## src/rtl/sram_c_drain.sv

```systemverilog
// Read-side drain controller for result buffer C: streams LEN bytes from a base
// address through a 2-entry skid FIFO. Build option: SRAMC_CLEAR_ON_READ_EN (zero each location as it is read).
module sram_c_drain #(
    parameter int ADDR_W = 10,
    parameter int DATA_W = 8,
    parameter int LEN_W  = 11
) (
    input  logic              clk,
    input  logic              rst_n,
    input  logic              start,
    input  logic [ADDR_W-1:0] base_addr,
    input  logic [LEN_W-1:0]  len,
    output logic              busy,
    output logic              done,
    output logic              sram_ce,
    output logic              sram_we,
    output logic [ADDR_W-1:0] sram_addr,
    output logic [DATA_W-1:0] sram_din,
    input  logic [DATA_W-1:0] sram_dout,
    output logic              m_valid,
    input  logic              m_ready,
    output logic [DATA_W-1:0] m_data,
    output logic              m_last,
    output logic [1:0]        dbg_state
);

    // Stream handshake: a beat transfers on a rising edge where m_valid & m_ready;
    // m_data/m_last hold while m_valid & !m_ready, and m_valid never drops without a transfer.

    typedef enum logic [1:0] {
        ST_IDLE  = 2'd0,
        ST_ISSUE = 2'd1,
        ST_DRAIN = 2'd2,
        ST_FIN   = 2'd3
    } state_t;

    localparam logic [LEN_W-1:0] MAX_LEN = LEN_W'(1 << ADDR_W);

    state_t              state_q, state_d;
    logic [ADDR_W-1:0]   addr_q, addr_d;
    logic [LEN_W-1:0]    reads_left_q, reads_left_d;
    logic [LEN_W-1:0]    beats_left_q, beats_left_d;
    logic                inflight_q;
    logic [DATA_W-1:0]   fifo_mem_q [2];
    logic                rd_ptr_q;
    logic                wr_ptr_q;
    logic [1:0]          count_q, count_d;

    logic [LEN_W-1:0]    len_clamped;
    logic                push;
    logic                pop;
    logic [2:0]          occupancy;
    logic                issue;
    logic                fifo_empty_next;

    assign len_clamped = (len > MAX_LEN) ? MAX_LEN : len;

    assign m_valid = (count_q != 2'd0);
    assign m_data  = fifo_mem_q[rd_ptr_q];
    assign m_last  = m_valid && (beats_left_q == LEN_W'(1));
    assign push    = inflight_q;
    assign pop     = m_valid && m_ready;

    // Slots already claimed after this cycle's pop: FIFO entries plus the read in flight.
    assign occupancy = {1'b0, count_q} + {2'b00, inflight_q} - {2'b00, pop};
    assign issue     = (state_q == ST_ISSUE) && (reads_left_q != '0) && (occupancy < 3'd2);

    assign fifo_empty_next = (count_q == 2'd0) || ((count_q == 2'd1) && pop);

    assign busy      = (state_q == ST_ISSUE) || (state_q == ST_DRAIN);
    assign done      = (state_q == ST_FIN);
    assign sram_ce   = issue;
    assign sram_addr = addr_q;
    assign sram_din  = '0;
    assign dbg_state = state_q;

`ifdef SRAMC_CLEAR_ON_READ_EN
    assign sram_we = issue;
`else
    assign sram_we = 1'b0;
`endif

    always_comb begin
        state_d      = state_q;
        addr_d       = addr_q;
        reads_left_d = reads_left_q;
        beats_left_d = beats_left_q;

        if (pop && (beats_left_q != '0)) begin
            beats_left_d = beats_left_q - LEN_W'(1);
        end

        case (state_q)
            ST_IDLE: begin
                if (start) begin
                    addr_d       = base_addr;
                    reads_left_d = len_clamped;
                    beats_left_d = len_clamped;
                    state_d      = (len_clamped == '0) ? ST_FIN : ST_ISSUE;
                end
            end
            ST_ISSUE: begin
                if (issue) begin
                    addr_d       = addr_q + ADDR_W'(1);
                    reads_left_d = reads_left_q - LEN_W'(1);
                    if (reads_left_q == LEN_W'(1)) begin
                        state_d = ST_DRAIN;
                    end
                end
            end
            ST_DRAIN: begin
                // Leave as the final beat is taken so done follows it by one cycle.
                if (!inflight_q && fifo_empty_next && (beats_left_d == '0)) begin
                    state_d = ST_FIN;
                end
            end
            ST_FIN: begin
                state_d = ST_IDLE;
            end
            default: begin
                state_d = ST_IDLE;
            end
        endcase
    end

    always_comb begin
        count_d = count_q;
        case ({push, pop})
            2'b10:   count_d = count_q + 2'd1;
            2'b01:   count_d = count_q - 2'd1;
            default: count_d = count_q;
        endcase
    end

    always_ff @(posedge clk) begin
        if (!rst_n) begin
            state_q      <= ST_IDLE;
            addr_q       <= '0;
            reads_left_q <= '0;
            beats_left_q <= '0;
        end else begin
            state_q      <= state_d;
            addr_q       <= addr_d;
            reads_left_q <= reads_left_d;
            beats_left_q <= beats_left_d;
        end
    end

    always_ff @(posedge clk) begin
        if (!rst_n) begin
            inflight_q    <= 1'b0;
            fifo_mem_q[0] <= '0;
            fifo_mem_q[1] <= '0;
            rd_ptr_q      <= 1'b0;
            wr_ptr_q      <= 1'b0;
            count_q       <= 2'd0;
        end else begin
            inflight_q <= issue;
            if (push) begin
                fifo_mem_q[wr_ptr_q] <= sram_dout;
                wr_ptr_q             <= ~wr_ptr_q;
            end
            if (pop) begin
                rd_ptr_q <= ~rd_ptr_q;
            end
            count_q <= count_d;
        end
    end

endmodule

```

## config.mk

```make
export PLATFORM = sky130hd
export DESIGN_NAME = sram_c_drain
export DESIGN_NICKNAME = d
export VERILOG_FILES = /design/src/rtl/sram_c_drain.sv
export SDC_FILE = /design/constraint.sdc
export NUM_CORES = 1
export LEC_CHECK = 0
export CORE_ASPECT_RATIO = 0.6
export CORE_MARGIN = 2
export CORE_UTILIZATION = 30
export DETAILED_ROUTE_END_ITERATION = 10
export GPL_TIMING_DRIVEN = 0
export HOLD_SLACK_MARGIN = 0.06
export PLACE_DENSITY = 0.49
export SLEW_MARGIN = 20
export SYNTH_ARGS = -nofsm -noshare
export SYNTH_HDL_FRONTEND = slang
export SYNTH_SLANG_ARGS = --single-unit
```

## constraint.sdc

```tcl
create_clock -name clk -period 3.8 [get_ports clk]
set_clock_uncertainty 0.2 [all_clocks]
set_input_delay 0.76 -clock clk [delete_from_list [all_inputs] [get_ports clk]]
set_output_delay 0.76 -clock clk [all_outputs]
set_load 0.05 [all_outputs]
```

After elaboration in Yosys (flattened, before gate mapping)
Memories as Yosys holds them, arrays and structs flattened. A register that Yosys moved wholly into a read port is not among the register bits. Cells that the tools add are included.

Bits in registers: 39. Bits in writable memories: 16. Input port bits: 33. Output and inout bits: 34. Logic and storage cells: 81. Memories kept: 1.

Memory list: fifo_mem_q (words 2, width 8, read ports 1, clocked after Yosys merged registers in 1, write ports 2, RTL line 44) `logic [DATA_W-1:0] fifo_mem_q [2];`.

Add/subtract/negate cells: 7. $lt $le $gt $ge: 2. Eq/ne operators: 12. Multiplexer cells: 26. Bitwise gates (word level): 2. Reduce and logical (&&, ||, !) cells: 23.

Operators by type and width (count): $mux W11 (6); $eq A11 B1 Y1 const B (2); $logic_not A11 Y1 (2); $pmux W11 S2 (1); $reduce_bool A11 Y1 (2); $sub A11 B1 Y11 const B (2); $mux W10 (2); $pmux W10 S2 (1); $gt A11 B11 Y1 const B (1); $add A10 B1 Y10 const B (1); $mux W2 (5); $logic_and A1 B1 Y1 (8); $mux W1 (8); $mux W8 (1); $pmux W2 S4 (1); $reduce_or A8 Y1 (1); $eq A2 B1 Y1 const B (3); $eq A2 B2 Y1 const B (3); $reduce_bool A2 Y1 (3); $logic_not A2 Y1 (2); $ne A2 B1 Y1 const B (2); $ne A2 B2 Y1 const B (2); $pmux W2 S2 (1); $reduce_and A4 Y1 (1); 9 further kinds (11).

Depth between registers and ports, before layout
Depth after elaboration: 8. Gate-level depth with buffers: 13.

Worst setup path before layout
OpenSTA, ideal clock, no wires.

Path kind: input port to flip-flop. From: input m_ready. To: register reads_left_q[1]. Setup time: 0.115 ns. Data arrival time: 3.718 ns. Data required time: 3.485 ns. Path slack: -0.234 ns. Stages: 10. Buffers on the path: 1. Cell sequence: and2b_2 ha_1 nor2_1 fa_1 nor3_1 a21boi_1 o22a_1 clkbuf_1 o311ai_0 and3_1.

Word-level cells in the longest chain between the ends: 6.

RTL lines: start: declaration (RTL line 21) `input logic m_ready,`; $logic_and A1 B1 Y1 (RTL line 62) `assign pop = m_valid && m_ready;`; $sub A3 B1 Y3 (RTL line 65) `assign occupancy = {1'b0, count_q} + {2'b00, inflight_q} - {2'b00, pop};`; $lt A3 B2 Y1 (RTL line 66) `assign issue = (state_q == ST_ISSUE) && (reads_left_q != '0) && (occupancy < 3'd2);`; $logic_and A1 B1 Y1 (RTL line 66); net sram_ce (RTL line 15) `output logic sram_ce,`; $ne A2 B2 Y1 (no source line); $reduce_and A3 Y1 (no source line); end signal: assignment (RTL line 144) `reads_left_q <= reads_left_d;`; end: declaration (RTL line 41) `logic [LEN_W-1:0] reads_left_q, reads_left_d;`.

The timed path passes the listed nets, and every way through them passes these cells. A chain may end at the register's enable or synchronous reset.

Worst setup path in the final report
From: register count_q[0]. To: output sram_ce.

Word-level cells in the longest chain between the ends: 5. Elaborated cells between the ends (all ways): 6.

RTL lines: start: declaration (RTL line 47) `logic [1:0] count_q, count_d;`; start signal: assignment (RTL line 166) `count_q <= count_d;`; $reduce_bool A2 Y1 (RTL line 58) `assign m_valid = (count_q != 2'd0);`; $logic_and A1 B1 Y1 (RTL line 62); net pop (RTL line 51) `logic pop;`; $sub A3 B1 Y3 (RTL line 65); $lt A3 B2 Y1 (RTL line 66); $logic_and A1 B1 Y1 (RTL line 66); end: declaration (RTL line 15).

The timed path passes the listed nets, and every way through them passes these cells.

==> flow_summary.ini <==
[critical_path]
cp_max_fo = 4
crit_path_start_kind = register
cp_cell_sequence = inv_1, ha_4, and2b_2, ha_1, nor2_2, fa_1, nor3_4, a21boi_4, buf_6
worst-path-buf-inv = 2
cpPeakStageDelay_ps = 470
end_kind = primary output
critPathSlowestCell = fa_1
crit_start = count_q[0]$_SDFFE_PN0P_
setup.worst_path.class = register to primary output
crit_arrival_ps = 2650
reg2reg_from = count_q[0]$_SDFFE_PN0P_
critPathTopFamily = adder cells
cp_data_required_time_ps = 2840

[final_layout]
antenna_cells = 0
final_core_util_pct = 39.9
stdcell_count = 648
syn_to_final_growth_pct = 29.4
nNetsFinal = 535
layout-drive-gt1-share_pct = 12.1
nFillCells = 1135
finalInstanceArea_mm2 = 0.00451

[placement]
globalplace.congestion = 0.898
placedCellCount = 635
portBuffers = 57
dp_hpwl_um = 7600
placed_area_mm2 = 0.00429

[timing]
fin_crit_sh_pct = 94.9
timing.final.crit_period_ps = 3610
setup_tns_ps = 0
maxSlewViolCount = 0
rsz0062_at_grt = no
relSlewSlack_pct = 46.2
tightestPinTransition_ps = 796
setup_violations = 0
fmax_ghz = 0.277
hold_viol_final = 0

[floorplanning]
dieArea_mm2 = 0.0125
die_h_um = 87.4
rows = 30
io_pins = 67
die_w_um = 143
initial_utilization_pct = 30.8
core_region_area_mm2 = 0.0113

[yosys]
synthArstFlopShare_pct = 0
ys_warn_count = 0
yosysMostFrequentCell = nor2_1
synthTopCellsByCount = nor2_1, dfxtp_1, a21oi_1
synth_top_area_share_pct = 23.0
avgSynthCellArea_um2 = 8.49
ys_seq_area_share_pct = 36.8
synth_cells = 410
synth.cell_area_mm2 = 0.00348
yosysUniqueCellTypes = 67
ys_ff_latch = 56
synthFlopType = dfxtp_1
yosys.area.top_type = dfxtp_1
synth_area_leaders = dfxtp_1, edfxtp_1, ha_1
synth-edff-count = 16

[power_and_ir_drop]
power.leakage_nw = 1.70
pwr-share-clk_pct = 12.3
netSwitchingFraction_pct = 49.5
combPwrFrac_pct = 62.3
seqPwrFrac_pct = 25.4
p_int_w = 0.00195
power_w = 0.00386
vdd_drop_max_mv = 0.251
p_per_area_mw_per_mm2 = 857
switching_power_w = 0.00191

[clock_network]
cts_tree = built
clk_pin_slew_ps = 80
cts_buffers = 5
numClockSinks = 56
cts_buffer_depth = 2
cts-root-buf = clkbuf_16
htree_levels = 2
clkLatencyLatePin_ps = 300

[grt]
grt_usage_pct = 17.1
antenna_found_initial = 0
grt_pass1_wl_um = 16300
gr-total-overflow = 0
grt_pass1_vias = 3128
grt_max_degree = 19

[drt]
via_per_inst = 5.02
drt_wl_total_um = 10200
drt_pass1_iterations = 5
antenna_left = 0
dr.first_iter.drc_count = 223
wl_per_cell_um = 15.7
drc_errors = 0
vias = 3251

[min_path]
hold_path.startpoint = reads_left_q[9]$_SDFFE_PN0P_
hp-class = register to register

[job]
drv_cap = 0

[run_status]
status = finished, final reports clean
## per-stage QoR
step | hold slack (ps) | worst slack [ps]
global placement | 273 | -1110
floorplan | 254 | 124
detailed placement | 270 | -1110
global route | 345 | 59.9
CTS | 281 | 9.19
finish | 284 | 194
## routing by layer
metal  routed length (um)  global-route usage, %  up-vias
li1                     -                      -     1603
met5                    0                      0        -
met2                 4180                   24.3      121
met4                   72                   3.87        0
met3                  795                   4.95       10
met1                 5130                   25.2     1517
## path summary, 6_finish.rpt
path	endpoint	slack (ps)	depth (start not counted)
min	reads_left_q[9]$_SDFFE_PN0P_	280	2
min reg2reg	reads_left_q[9]$_SDFFE_PN0P_	280	2
max reg2reg	reads_left_q[0]$_SDFFE_PN0P_	310	14
max	sram_ce	190	9
## flip-flops by register name, indices dropped and copies added (netlist names), named ones only
| name | cells |
|---|---|
| count_q | 2 |
| fifo_mem_q | 16 |
| wr_ptr_q | 1 |
| beats_left_q | 11 |
| sram_addr | 10 |
| inflight_q | 1 |
| rd_ptr_q | 1 |
| reads_left_q | 11 |
| dbg_state | 2 |
## final cells by class
| cell class | instances | area (um2) | share of cell area (%) |
|---|---|---|---|
| clock inverter | 3 | 21.3 | 0.472 |
| tap | 160 | 200 | 4.44 |
| buffer | 32 | 181 | 4.03 |
| inverter | 20 | 75.1 | 1.67 |
| timing repair buffer | 62 | 607 | 13.5 |
| clock buffer | 5 | 125 | 2.78 |
| sequential | 56 | 1280 | 28.4 |
| multi-input combinational | 310 | 2010 | 44.7 |
## logic make-up after synthesis
| logic type | count (synthesis) | share of synthesized area [%] |
|---|---|---|
| adders and majority gates | 15 | 5.61 |
| muxes | 12 | 3.74 |
| and+or+nand+nor | 163 | 25.2 |
| xor gates and xnor gates | 8 | 2.01 |
| DFF | 56 | 36.8 |
| other | 1 | 0.108 |
| AOI/OAI and AO/OA | 103 | 19.2 |
| buffers and inverters | 52 | 7.26 |
## power by group through the flow
stage / clock, W / sequential (W) / combinational (W)
after global placement: 0 / 0.000984 / 0.00226
after floorplan: 0 / 0.00112 / 0.00147
final: 0.000477 / 0.000979 / 0.00241
after detailed placement: 0 / 0.000990 / 0.00227
after CTS: 0.000488 / 0.000976 / 0.00236
after global routing: 0.000511 / 0.00101 / 0.00261
## tightest hold or removal path: stages (launching register included)
cell and delay (ps):
dfxtp_1 310, o21ai_1 70, a21oi_1 60
## placed cells by master, fill, tap and decap left out, drive strengths merged, types with 5 or more instances in the layout
master / instances
clkdlybuf4s50: 54
nor2: 42
dfxtp: 40
a21oi: 32
o21ai: 31
nand2: 25
clkbuf: 24
and2: 22
inv: 21
buf: 20
nor3: 18
edfxtp: 16
ha: 14
conb: 9
mux2: 8
nor4: 8
nor2b: 8
a211oi: 8
nand3: 6
and3: 6
or3: 6
xnor2: 5
## timing repair
action | in CTS | in global routing
setup buffers | 3 | 2
gates resized for setup | 13 | 11
setup endpoints to repair | 22 | 21
hold buffers | 0 | 0
pin swaps | 1 | 3
(Power assumes the default switching activity.)
==> variant, RTL diff (same flow settings) <==
Register the output `dbg_state` once more, cleared by the reset; this adds one clock of latency there. The other outputs are not delayed to match.
--- a/src/rtl/sram_c_drain.sv
+++ b/src/rtl/sram_c_drain.sv
@@ -74,3 +74,9 @@
     assign sram_din  = '0;
-    assign dbg_state = state_q;
+    always_ff @(posedge clk) begin
+        if (!rst_n) begin
+            dbg_state <= '0;
+        end else begin
+            dbg_state <= state_q;
+        end
+    end
 
Formal check against the unedited RTL: not equivalent (Yosys sat finds a counterexample within 4 cycles, from zero or initial values and one cycle with rst_n low).
==> variant against the unedited design <==
Sequential power rose by 4%; first-iteration DRC count fell by 16%; count of clock-buffer cells in the layout rose by 4; via count fell by 0.89%; final cell count fell by 1.9%; combinational power fell by 3%; sequential cell count rose by 2; non-clock buffer count fell by 6; cell area rose by 2.8%; worst setup slack got worse by 0.090 ns; routed wire length rose by 1.7%; critical endpoint unchanged; synthesized area fell by 0.40%; total power rose by 9.0%.
==> variant: results (changes against the unedited design) <==
| Metric | Value |
|---|---|
| Worst-case vdd ir drop | 0.282 mV (+12%) |
| Register area | 1320 um^2 (+3.1%) |
| Pre-CTS WS | -1.35 ns (-0.238 ns) |
| Ranking of synthesized cells by area | dfxtp_1 24%, edfxtp_1 14%, a21oi_1 5.1%, ha_1 5.1%, and2_1 4.0% |
| Grt met3 use | 4.89% (-0.055 points) |
| Gpl congestion | 0.827 (-8.0%) |
| Top cells by count, synth | 42 x dfxtp_1, 35 x a21oi_1, 35 x nor2_1 |
| Avg Cell Area, Syn | 8.82 um^2 (+3.9%) |
| Largest stage delay, worst path | 0.43 ns (-0.04 ns) |
| P_comb | 0.00234 W (-3%) |
| Final Critical Period | 3.70 ns (+0.0898 ns) |
| Met1 Use GR | 26.0% (+0.86 points) |
| Vias in the first global route | 3056 (-2.3%) |
| Placed cell count | 618 (-2.7%) |
| Nets | 519 (-3.0%) |
| First-pass GRT wire length | 16.2 mm (-0.72%) |
| Arrival @ worst endpoint | 2.74 ns (+0.09 ns) |
| Num sequential | 58 (+3.6%) |
| Adder-cell share of the synthesized area | 5.63% (+0.022 points) |
| Largest net degree at the start of global routing | 11 (-8) |
| Sequential share of power | 24.2% (-1.2 points) |
| Post-synthesis compound-gate area fraction | 19.2% (-0.032 points) |
| Drt pass-1 iters | 4 (-1) |
| Via/cell ratio | 5.07 (+0.98%) |
| Sw Share | 45.8% (-3.7 points) |
| Status | finished clean |
| Final design utilization | 41.0% (+1.1 points) |
| Routed Wire Length | 10.4 mm (+1.7%) |
| R2R depth | 11 (-3) |
| Fillers | 1170 (+3.1%) |
| Cell Area, Synth | 3470 um^2 (-0.40%) |
| Multi-input gates | 295 (-4.8%) |
| Met2 Routed Length | 4.08 mm (-2.4%) |
| Total GRT Usage | 17.2% (+0.12 points) |
-- variant: changes by cell type after synthesis, moves of 3 or more --
cell | before | now
a211oi_1 | 7 | 11
a21oi_1 | 32 | 35
clkbuf_1 | 18 | 14
inv_1 | 20 | 17
nand2b_1 | 2 | 6
nand4_1 | 1 | 7
nor2_1 | 42 | 35
nor3_1 | 17 | 14
nor4_1 | 8 | 2
o211a_1 | 0 | 3
o21ai_0 | 24 | 17
o21ai_1 | 7 | 1
o31ai_1 | 3 | 0
-- variant: worst min path at each step --
stage,cells past startpoint,from,end,slack [ns]
6_report,2,reads_left_q[7],reads_left_q[7],0.32
5_1_grt,2,sram_addr[9],sram_addr[9],0.33
4_1_cts,2,sram_addr[9],sram_addr[9],0.32
3_5_place_dp,2,rd_ptr_q,rd_ptr_q,0.30
3_3_place_gp,2,sram_addr[9],sram_addr[9],0.29
2_1_floorplan,2,reads_left_q[4],reads_left_q[4],0.27
